===== src/rtl/uart_tx_arbiter_if.sv =====
// Handshake bundle between the two TX requesters, the arbiter and the UART serializer.
interface uart_tx_arbiter_if #(
  parameter int DATA_WIDTH = 8
);
  logic                    req0_valid;
  logic [DATA_WIDTH-1:0]   req0_data;
  logic                    req0_ready;
  logic                    req1_valid;
  logic [2*DATA_WIDTH-1:0] req1_data;
  logic                    req1_ready;
  logic [DATA_WIDTH-1:0]   tx_p_data;
  logic                    tx_data_valid;
  logic                    tx_busy;
  logic                    ctrl_busy;

  // master: requesters plus transmitter; slave: the arbiter itself
  modport master (
    output req0_valid, req0_data, req1_valid, req1_data, tx_busy,
    input  req0_ready, req1_ready, tx_p_data, tx_data_valid, ctrl_busy
  );

  modport slave (
    input  req0_valid, req0_data, req1_valid, req1_data, tx_busy,
    output req0_ready, req1_ready, tx_p_data, tx_data_valid, ctrl_busy
  );
endinterface


===== src/rtl/uart_tx_arbiter.sv =====
// Shares one UART TX serializer between a 1-byte and a 2-byte (low byte first) requester.
// Define UART_TX_ARB_RR_EN for round-robin arbitration; default is fixed priority to REQ0.
//
// state   | meaning
// IDLE    | waiting for a request while the transmitter is idle
// ISSUE   | data-valid pulse for the current byte
// WAIT_HI | waiting for tx_busy to rise, re-issue after BUSY_TIMEOUT cycles
// WAIT_LO | waiting for tx_busy to fall, then next byte or back to IDLE
module uart_tx_arbiter #(
  parameter int DATA_WIDTH   = 8,
  parameter int BUSY_TIMEOUT = 4
) (
  input  logic             clk,
  input  logic             rst,
  uart_tx_arbiter_if.slave bus
);

  typedef enum logic [1:0] {IDLE, ISSUE, WAIT_HI, WAIT_LO} state_t;

  state_t                  state;
  logic [2*DATA_WIDTH-1:0] word;
  logic                    two_byte;
  logic                    byte_idx;
  logic [3:0]              tmo_cnt;
  logic                    start;
  logic                    grant0;

  assign start = (state == IDLE) && !bus.tx_busy && (bus.req0_valid || bus.req1_valid);

`ifdef UART_TX_ARB_RR_EN
  // last_req1 remembers who won last; reset value lets REQ0 win first
  logic last_req1;

  assign grant0 = bus.req0_valid && (!bus.req1_valid || last_req1);

  always_ff @(posedge clk) begin
    if (rst) begin
      last_req1 <= 1'b1;
    end else if (start) begin
      last_req1 <= !grant0;
    end
  end
`else
  assign grant0 = bus.req0_valid;
`endif

  always_ff @(posedge clk) begin
    if (rst) begin
      state             <= IDLE;
      word              <= '0;
      two_byte          <= 1'b0;
      byte_idx          <= 1'b0;
      tmo_cnt           <= '0;
      bus.req0_ready    <= 1'b0;
      bus.req1_ready    <= 1'b0;
      bus.tx_p_data     <= '0;
      bus.tx_data_valid <= 1'b0;
      bus.ctrl_busy     <= 1'b0;
    end else begin
      bus.req0_ready    <= 1'b0;
      bus.req1_ready    <= 1'b0;
      bus.tx_data_valid <= 1'b0;
      case (state)
        IDLE: begin
          if (start) begin
            state             <= ISSUE;
            byte_idx          <= 1'b0;
            bus.tx_data_valid <= 1'b1;
            bus.ctrl_busy     <= 1'b1;
            if (grant0) begin
              word           <= {{DATA_WIDTH{1'b0}}, bus.req0_data};
              two_byte       <= 1'b0;
              bus.req0_ready <= 1'b1;
              bus.tx_p_data  <= bus.req0_data;
            end else begin
              word           <= bus.req1_data;
              two_byte       <= 1'b1;
              bus.req1_ready <= 1'b1;
              bus.tx_p_data  <= bus.req1_data[DATA_WIDTH-1:0];
            end
          end
        end
        ISSUE: begin
          tmo_cnt <= '0;
          state   <= WAIT_HI;
        end
        WAIT_HI: begin
          if (bus.tx_busy) begin
            state <= WAIT_LO;
          end else begin
            tmo_cnt <= tmo_cnt + 4'd1;
            // transmitter missed the pulse: resend the same byte
            if (tmo_cnt + 4'd1 == 4'(BUSY_TIMEOUT)) begin
              state             <= ISSUE;
              bus.tx_data_valid <= 1'b1;
            end
          end
        end
        WAIT_LO: begin
          if (!bus.tx_busy) begin
            if (two_byte && !byte_idx) begin
              byte_idx          <= 1'b1;
              state             <= ISSUE;
              bus.tx_data_valid <= 1'b1;
              bus.tx_p_data     <= word[2*DATA_WIDTH-1:DATA_WIDTH];
            end else begin
              state         <= IDLE;
              bus.ctrl_busy <= 1'b0;
            end
          end
        end
        default: state <= IDLE;
      endcase
    end
  end

`ifndef SYNTHESIS
  // a requester may only withdraw VALID once its READY pulse has been seen
  a_req0_hold: assert property (@(posedge clk) disable iff (rst)
    $fell(bus.req0_valid) |-> (bus.req0_ready || $past(bus.req0_ready)));
  a_req1_hold: assert property (@(posedge clk) disable iff (rst)
    $fell(bus.req1_valid) |-> (bus.req1_ready || $past(bus.req1_ready)));
`endif

endmodule


===== src/flat_wrapper.sv =====
// flat-port wrapper written by rule: the top's interface ports become plain ports
module uart_tx_arbiter_flat 
#(
  parameter int DATA_WIDTH   = 8,
  parameter int BUSY_TIMEOUT = 4
)
  (clk, rst, bus_req0_valid, bus_req0_data, bus_req1_valid, bus_req1_data, bus_tx_busy, bus_req0_ready, bus_req1_ready, bus_tx_p_data, bus_tx_data_valid, bus_ctrl_busy);
  uart_tx_arbiter_if #(.DATA_WIDTH(DATA_WIDTH)) bus_i ();
  input  logic clk;
  input  logic rst;
  input wire logic [$bits(bus_i.req0_valid)-1:0] bus_req0_valid;
  input wire logic [$bits(bus_i.req0_data)-1:0] bus_req0_data;
  input wire logic [$bits(bus_i.req1_valid)-1:0] bus_req1_valid;
  input wire logic [$bits(bus_i.req1_data)-1:0] bus_req1_data;
  input wire logic [$bits(bus_i.tx_busy)-1:0] bus_tx_busy;
  output wire logic [$bits(bus_i.req0_ready)-1:0] bus_req0_ready;
  output wire logic [$bits(bus_i.req1_ready)-1:0] bus_req1_ready;
  output wire logic [$bits(bus_i.tx_p_data)-1:0] bus_tx_p_data;
  output wire logic [$bits(bus_i.tx_data_valid)-1:0] bus_tx_data_valid;
  output wire logic [$bits(bus_i.ctrl_busy)-1:0] bus_ctrl_busy;
  assign bus_i.req0_valid = bus_req0_valid;
  assign bus_i.req0_data = bus_req0_data;
  assign bus_i.req1_valid = bus_req1_valid;
  assign bus_i.req1_data = bus_req1_data;
  assign bus_i.tx_busy = bus_tx_busy;
  assign bus_req0_ready = bus_i.req0_ready;
  assign bus_req1_ready = bus_i.req1_ready;
  assign bus_tx_p_data = bus_i.tx_p_data;
  assign bus_tx_data_valid = bus_i.tx_data_valid;
  assign bus_ctrl_busy = bus_i.ctrl_busy;
  uart_tx_arbiter #(.DATA_WIDTH(DATA_WIDTH), .BUSY_TIMEOUT(BUSY_TIMEOUT)) u_core (.clk(clk), .rst(rst), .bus(bus_i));
endmodule

===== config.mk =====
export PLATFORM = sky130hd
export DESIGN_NAME = uart_tx_arbiter_flat
export DESIGN_NICKNAME = d
export VERILOG_FILES = /design/src/rtl/uart_tx_arbiter_if.sv /design/src/rtl/uart_tx_arbiter.sv /design/src/flat_wrapper.sv
export SDC_FILE = /design/constraint.sdc
export NUM_CORES = 1
export LEC_CHECK = 0
export CAP_MARGIN = 0
export CORE_AREA = 5 5 68 85
export DETAILED_ROUTE_END_ITERATION = 16
export DIE_AREA = 0 0 73 90
export GPL_ROUTABILITY_DRIVEN = 0
export GPL_TIMING_DRIVEN = 0
export PLACE_DENSITY_LB_ADDON = 0.25
export SLEW_MARGIN = 30
export SYNTH_ARGS = -nofsm -noshare
export SYNTH_HDL_FRONTEND = slang
export SYNTH_SLANG_ARGS = --single-unit

===== constraint.sdc =====
create_clock -name clk -period 2.6 [get_ports clk]
set_input_delay 0.52 -clock clk [delete_from_list [all_inputs] [get_ports clk]]
set_output_delay 0.52 -clock clk [all_outputs]
set_load 0.01 [all_outputs]

Word level (Yosys, flattened, before mapping)
Index checks and enable logic that the tools add are counted.
{"block": "word_totals", "latch_bits": 0, "wordCells": 68, "output_inout_bits": 12, "ff_bits": 36, "mem_bits_ro": 0, "memories": 0, "inputBits": 29, "ramBits": 0}
{"block": "op_classes", "shifts": 0, "muxes": 30, "mul": 0, "eq_ne": 10, "div": 0, "order_cmp": 0, "add_sub_neg": 1, "reduce_logical": 15, "bitwise": 2}
{"operator": "$mux W8", "n": 4}
{"operator": "$mux W16", "n": 1}
{"operator": "$pmux W8 S2", "n": 1}
{"operator": "$mux W1", "n": 14}
{"operator": "$mux W2", "n": 4}
{"operator": "$pmux W2 S4", "n": 1}
{"operator": "$pmux W4 S2", "n": 1}
{"operator": "$reduce_and A4 Y1", "n": 2}
{"operator": "$ne A2 B2 Y1 const B", "n": 3}
{"operator": "$add A4 B1 Y4 const B", "n": 1}
{"operator": "$eq A2 B2 Y1 const B", "n": 2}
{"operator": "$eq A4 B3 Y1 const B", "n": 1}
{"operator": "$mux W4", "n": 1}
{"operator": "$ne A2 B1 Y1 const B", "n": 2}
{"operator": "$pmux W1 S2", "n": 2}
{"operator": "$reduce_and A2 Y1", "n": 2}
{"operator": "$reduce_bool A2 Y1", "n": 2}
{"operator": "$logic_and A1 B1 Y1", "n": 3}
{"operator": "$ne A3 B2 Y1 const B", "n": 1}
{"operator": "$pmux W1 S3", "n": 1}
{"operator": "$reduce_and A3 Y1", "n": 1}
{"operator": "$reduce_or A3 Y1", "n": 1}
{"operator": "$eq A2 B1 Y1 const B", "n": 1}
{"operator": "$logic_not A1 Y1", "n": 2}
{"operator": "3 further kinds", "n": 4}

Longest topological paths before layout
{"block": "logic_depth", "word_depth": 5, "mapped_depth": 5}

Least setup slack after synthesis
OpenSTA, ideal clock, no wires.
{"block": "synth_timing", "path_kind": "input port to flip-flop", "startpoint": "input port bus_tx_busy", "endpoint": "register u_core.word[10]", "cell_stages": 3, "setup_time_ns": 0.060, "n_path_buf": 0, "slack_ns": 1.130, "arrival_time_ns": 1.410, "cell_sequence": "or3_4 > nor4b_4 > a22o_1"}
{"block": "synth_between", "elab_chain_len": 4}
{"element": "start: declaration", "line": "flat_wrapper.sv:15", "text": "input wire logic [$bits(bus_i.tx_busy)-1:0] bus_tx_busy;"}
{"element": "$logic_not A1 Y1", "line": "uart_tx_arbiter.sv:28", "text": "assign start = (state == IDLE) && !bus.tx_busy && (bus.req0_valid || bus.req1_valid);"}
{"element": "$logic_and A1 B1 Y1 (2 in series)", "line": "uart_tx_arbiter.sv:28"}
{"element": "$reduce_and A2 Y1 (no line)"}
{"element": "end signal: assignment", "line": "uart_tx_arbiter.sv:71", "text": "word <= {{DATA_WIDTH{1'b0}}, bus.req0_data};"}
{"element": "end signal: assignment", "line": "uart_tx_arbiter.sv:76", "text": "word <= bus.req1_data;"}
{"element": "end: declaration", "line": "uart_tx_arbiter.sv:21", "text": "logic [2*DATA_WIDTH-1:0] word;"}
Every way passes these cells.
A chain may end at the register's enable or synchronous reset.

Worst setup path in the final report
{"block": "layout_timing", "startpoint": "input port bus_tx_busy", "endpoint": "register u_core.word[15]"}
The elaborated chain is that of the path after synthesis.

==> summary.txt <==
Status
  – Status: finished, final reports clean

Synthesis
  – Synth cell types: 38
  – Top-count cell post-synth: dfxtp_1
  – Syn Area/Cell: 9.442 um2
  – Seq/Total Area, Yosys: 39.58%
  – Post-synth top area cell: dfxtp_1
  – Synthesis Warnings: 0
  – Asr flop ratio synth: 0%
  – EDFF count, synth: 0
  – Synth area leaders: dfxtp_1 40%, mux2i_1 11%, a211o_1 4.9%
  – Most used flip-flop cell after synthesis: dfxtp_1
  – Yosys top cell area share: 39.58%
  – Yosys reg bits: 28
  – Post-synthesis net count: 180
  – Most frequent cells after synthesis: 28 x dfxtp_1, 16 x mux2i_1, 12 x nand2_1
  – Syn Inst Count: 150
  – Mapped Area: 0.001416 mm2

Place
  – Post-DP Area: 0.001894 mm2
  – Placed insts: 252
  – DP Wirelength: 2.715 mm
  – PortBufs: 40

Final layout
  – Antenna Cells: 0
  – Footprint of the multi-input gates: 793.3 um2
  – Share of cells above drive strength 1: 5.155%
  – Non-Filler Instances: 256
  – Cell area after layout: 0.001966 mm2
  – Final Net Count: 225
  – Register Area: 560.5 um2
  – Fill cells: 544
  – P&R area growth vs syn: 38.78%
  – Fin util: 39.83%

Worst setup path
  – R2R cell count: 4
  – Worst Path Buf+Inv: 1
  – Arr. time, crit path: 2150 ps
  – CP max-delay cell: clkdlybuf4s50_1
  – Startpoint types: input pin
  – CP endpoint kind: flop
  – CP top delay family: compound AO/OA/AOI/OAI gates
  – Crit path cell chain: clkdlybuf4s50_1 -> nor3_1 -> a21oi_1 -> a22o_1
  – Crit path depth: 4
  – Slowest stage delay, CP: 520 ps
  – Worst setup path category: input pin to flop
  – Max FO, Critical Path: 7
  – Required @ worst endpoint: 2780 ps

STA
  – Final hold violation count: 0
  – RSZ-0062 raised after global routing: false
  – Clock skew: 6.782 ps
  – F_max: 0.5082 GHz
  – Max-slew violation count: 0
  – Max-slew headroom: 59.74%
  – Min Hold Slack: 468.2 ps
  – # setup viols final: 0
  – Fin crit share: 75.68%
  – Worst-Margin Slew: 604.0 ps
  – Setup_tns: 0 ps
  – Period minus WS final: 1968 ps

Clock tree
  – Clock-pin slew on the worst setup and hold paths: 100 ps
  – H-tree Lvls: 1
  – Cts hold-fix bufs: 0
  – Cts repair resizes: 0
  – Num CTS Buffers: 3
  – Root Driver: clkbuf_8
  – Setup bufs post-CTS: 0
  – CTS tree: yes
  – Skew-Pair Late Insertion Delay: 280 ps
  – CTS Sinks: 28
  – Clock Tree Buf Depth: 2

Worst hold path
  – Hold Path Class: flop to flop
  – Hold Crit Depth: 2

Flow run
  – Number of max-cap violations: 0

Detailed routing
  – DRT Pass-1 Iters: 4
  – Post-route ant nets: 0
  – Vias: 1260
  – Vias per cell: 4.922
  – WL/cell: 14.15 um
  – Final WL: 3.622 mm
  – Post-route DRC violation count: 0
  – Initial DRC Count: 68

Global route
  – GRT Util Overall: 11.52%
  – First-pass GRT wire length: 6.023 mm
  – Antenna violations before repair: 0
  – GRT overflow: 0
  – Vias in the first global route: 1251
  – Largest net degree at the start of global routing: 17

Power and ir drop
  – Peak supply drop: 0.2308 mV
  – Leakage: 0.7885 nW
  – Pwr Density: 541.6 mW/mm2

Die
  – Die ar.: 0.006570 mm2
  – Width of the die: 73 um
  – Chip Height: 90 um
  – Core Box Area: 0.004935 mm2
  – Initial Util: 28.70%
  – Num rows: 29
  – I/O pin count: 41
state kept, by name, summed over array words and instances (netlist names):
register / count
u_core.bus.tx_p_data: 8
u_core.word: 8
u_core.tmo_cnt: 4
u_core.state: 2
u_core.bus.ctrl_busy: 1
u_core.bus.req0_ready: 1
u_core.bus.req1_ready: 1
u_core.bus.tx_data_valid: 1
u_core.byte_idx: 1
u_core.two_byte: 1
per-layer routing:
layer | vias to the layer above | global-route usage (%) | share of wire [%]
met5 | - | 0 | 0
met4 | 0 | 4.154 | 1.4
met3 | 4 | 1.897 | 4.3
met2 | 24 | 17.91 | 46
met1 | 586 | 15.74 | 48
li1 | 646 | - | -
cells in the final DEF, fill, tap and decap left out, drive strengths merged, types with 2 or more instances in the layout:
cell / Yosys / routed
nor2: 7 / 7
nor3b: 2 / 2
buf: 3 / 3
nor2b: 3 / 3
a21o: 2 / 2
clkdlybuf4s50: 0 / 40
a211o: 8 / 8
a21oi: 9 / 9
mux2i: 16 / 16
o21bai: 3 / 3
nand2b: 4 / 4
and3b: 8 / 8
a221oi: 2 / 2
a22o: 6 / 6
clkbuf: 8 / 11
nor4b: 2 / 2
o21ai: 6 / 6
inv: 2 / 2
dfxtp: 28 / 28
or3: 2 / 2
nand2: 12 / 12
nand4b: 3 / 3
metrics by stage:
step                worst slack, ps  power (mW)
floorplan                      1130      0.6115
detailed placement            332.1      0.7264
finish                        632.3       1.065
CTS                           632.5       1.073
global route                  405.3       1.113
global placement              335.7      0.7258
report_power, final:
part           switching (mW)  internal (mW)  total, mW
clock network           0.145          0.206      0.352
logic                   0.112          0.131      0.243
registers              0.0141          0.456      0.470
cell type report:
type | instances | share of cell area (%)
Timing Repair Buffer | 40 | 20.37
Buffer | 11 | 2.610
Multi-Input combinational cell | 108 | 40.36
Tap cell | 62 | 3.947
Sequential cell | 28 | 28.52
Inverter | 3 | 0.5729
Clock inverter | 1 | 1.528
Clock buffer | 3 | 2.101
worst min-delay path, delay by kind of cell (launching register included):
family,cells,cell delay (ps)
flip-flops,1,320
AND/OR/NAND/NOR,1,50
multiplexers,1,50
worst paths after layout:
check | startpoint | endpoint | slack (ps)
max reg2reg | u_core.state[1] | u_core.word[15] | 960
min reg2reg | u_core.bus.tx_p_data[5] | u_core.bus.tx_p_data[5] | 470
max | bus_tx_busy | u_core.word[15] | 630
min | u_core.bus.tx_p_data[5] | u_core.bus.tx_p_data[5] | 470
cells by family (layout without fill, tap and decap cells):
| kind of cell | Yosys count | count (layout) | synth area share, % |
|---|---|---|---|
| muxes | 16 | 16 | 11.31 |
| buffers and inverters | 14 | 58 | 4.417 |
| AOI/OAI and AO/OA | 42 | 42 | 21.47 |
| adders and majority gates | 1 | 1 | 0.8833 |
| and+or+nand+nor | 49 | 49 | 22.35 |
| DFF | 28 | 28 | 39.58 |
Power figures use the tool's default switching activity.
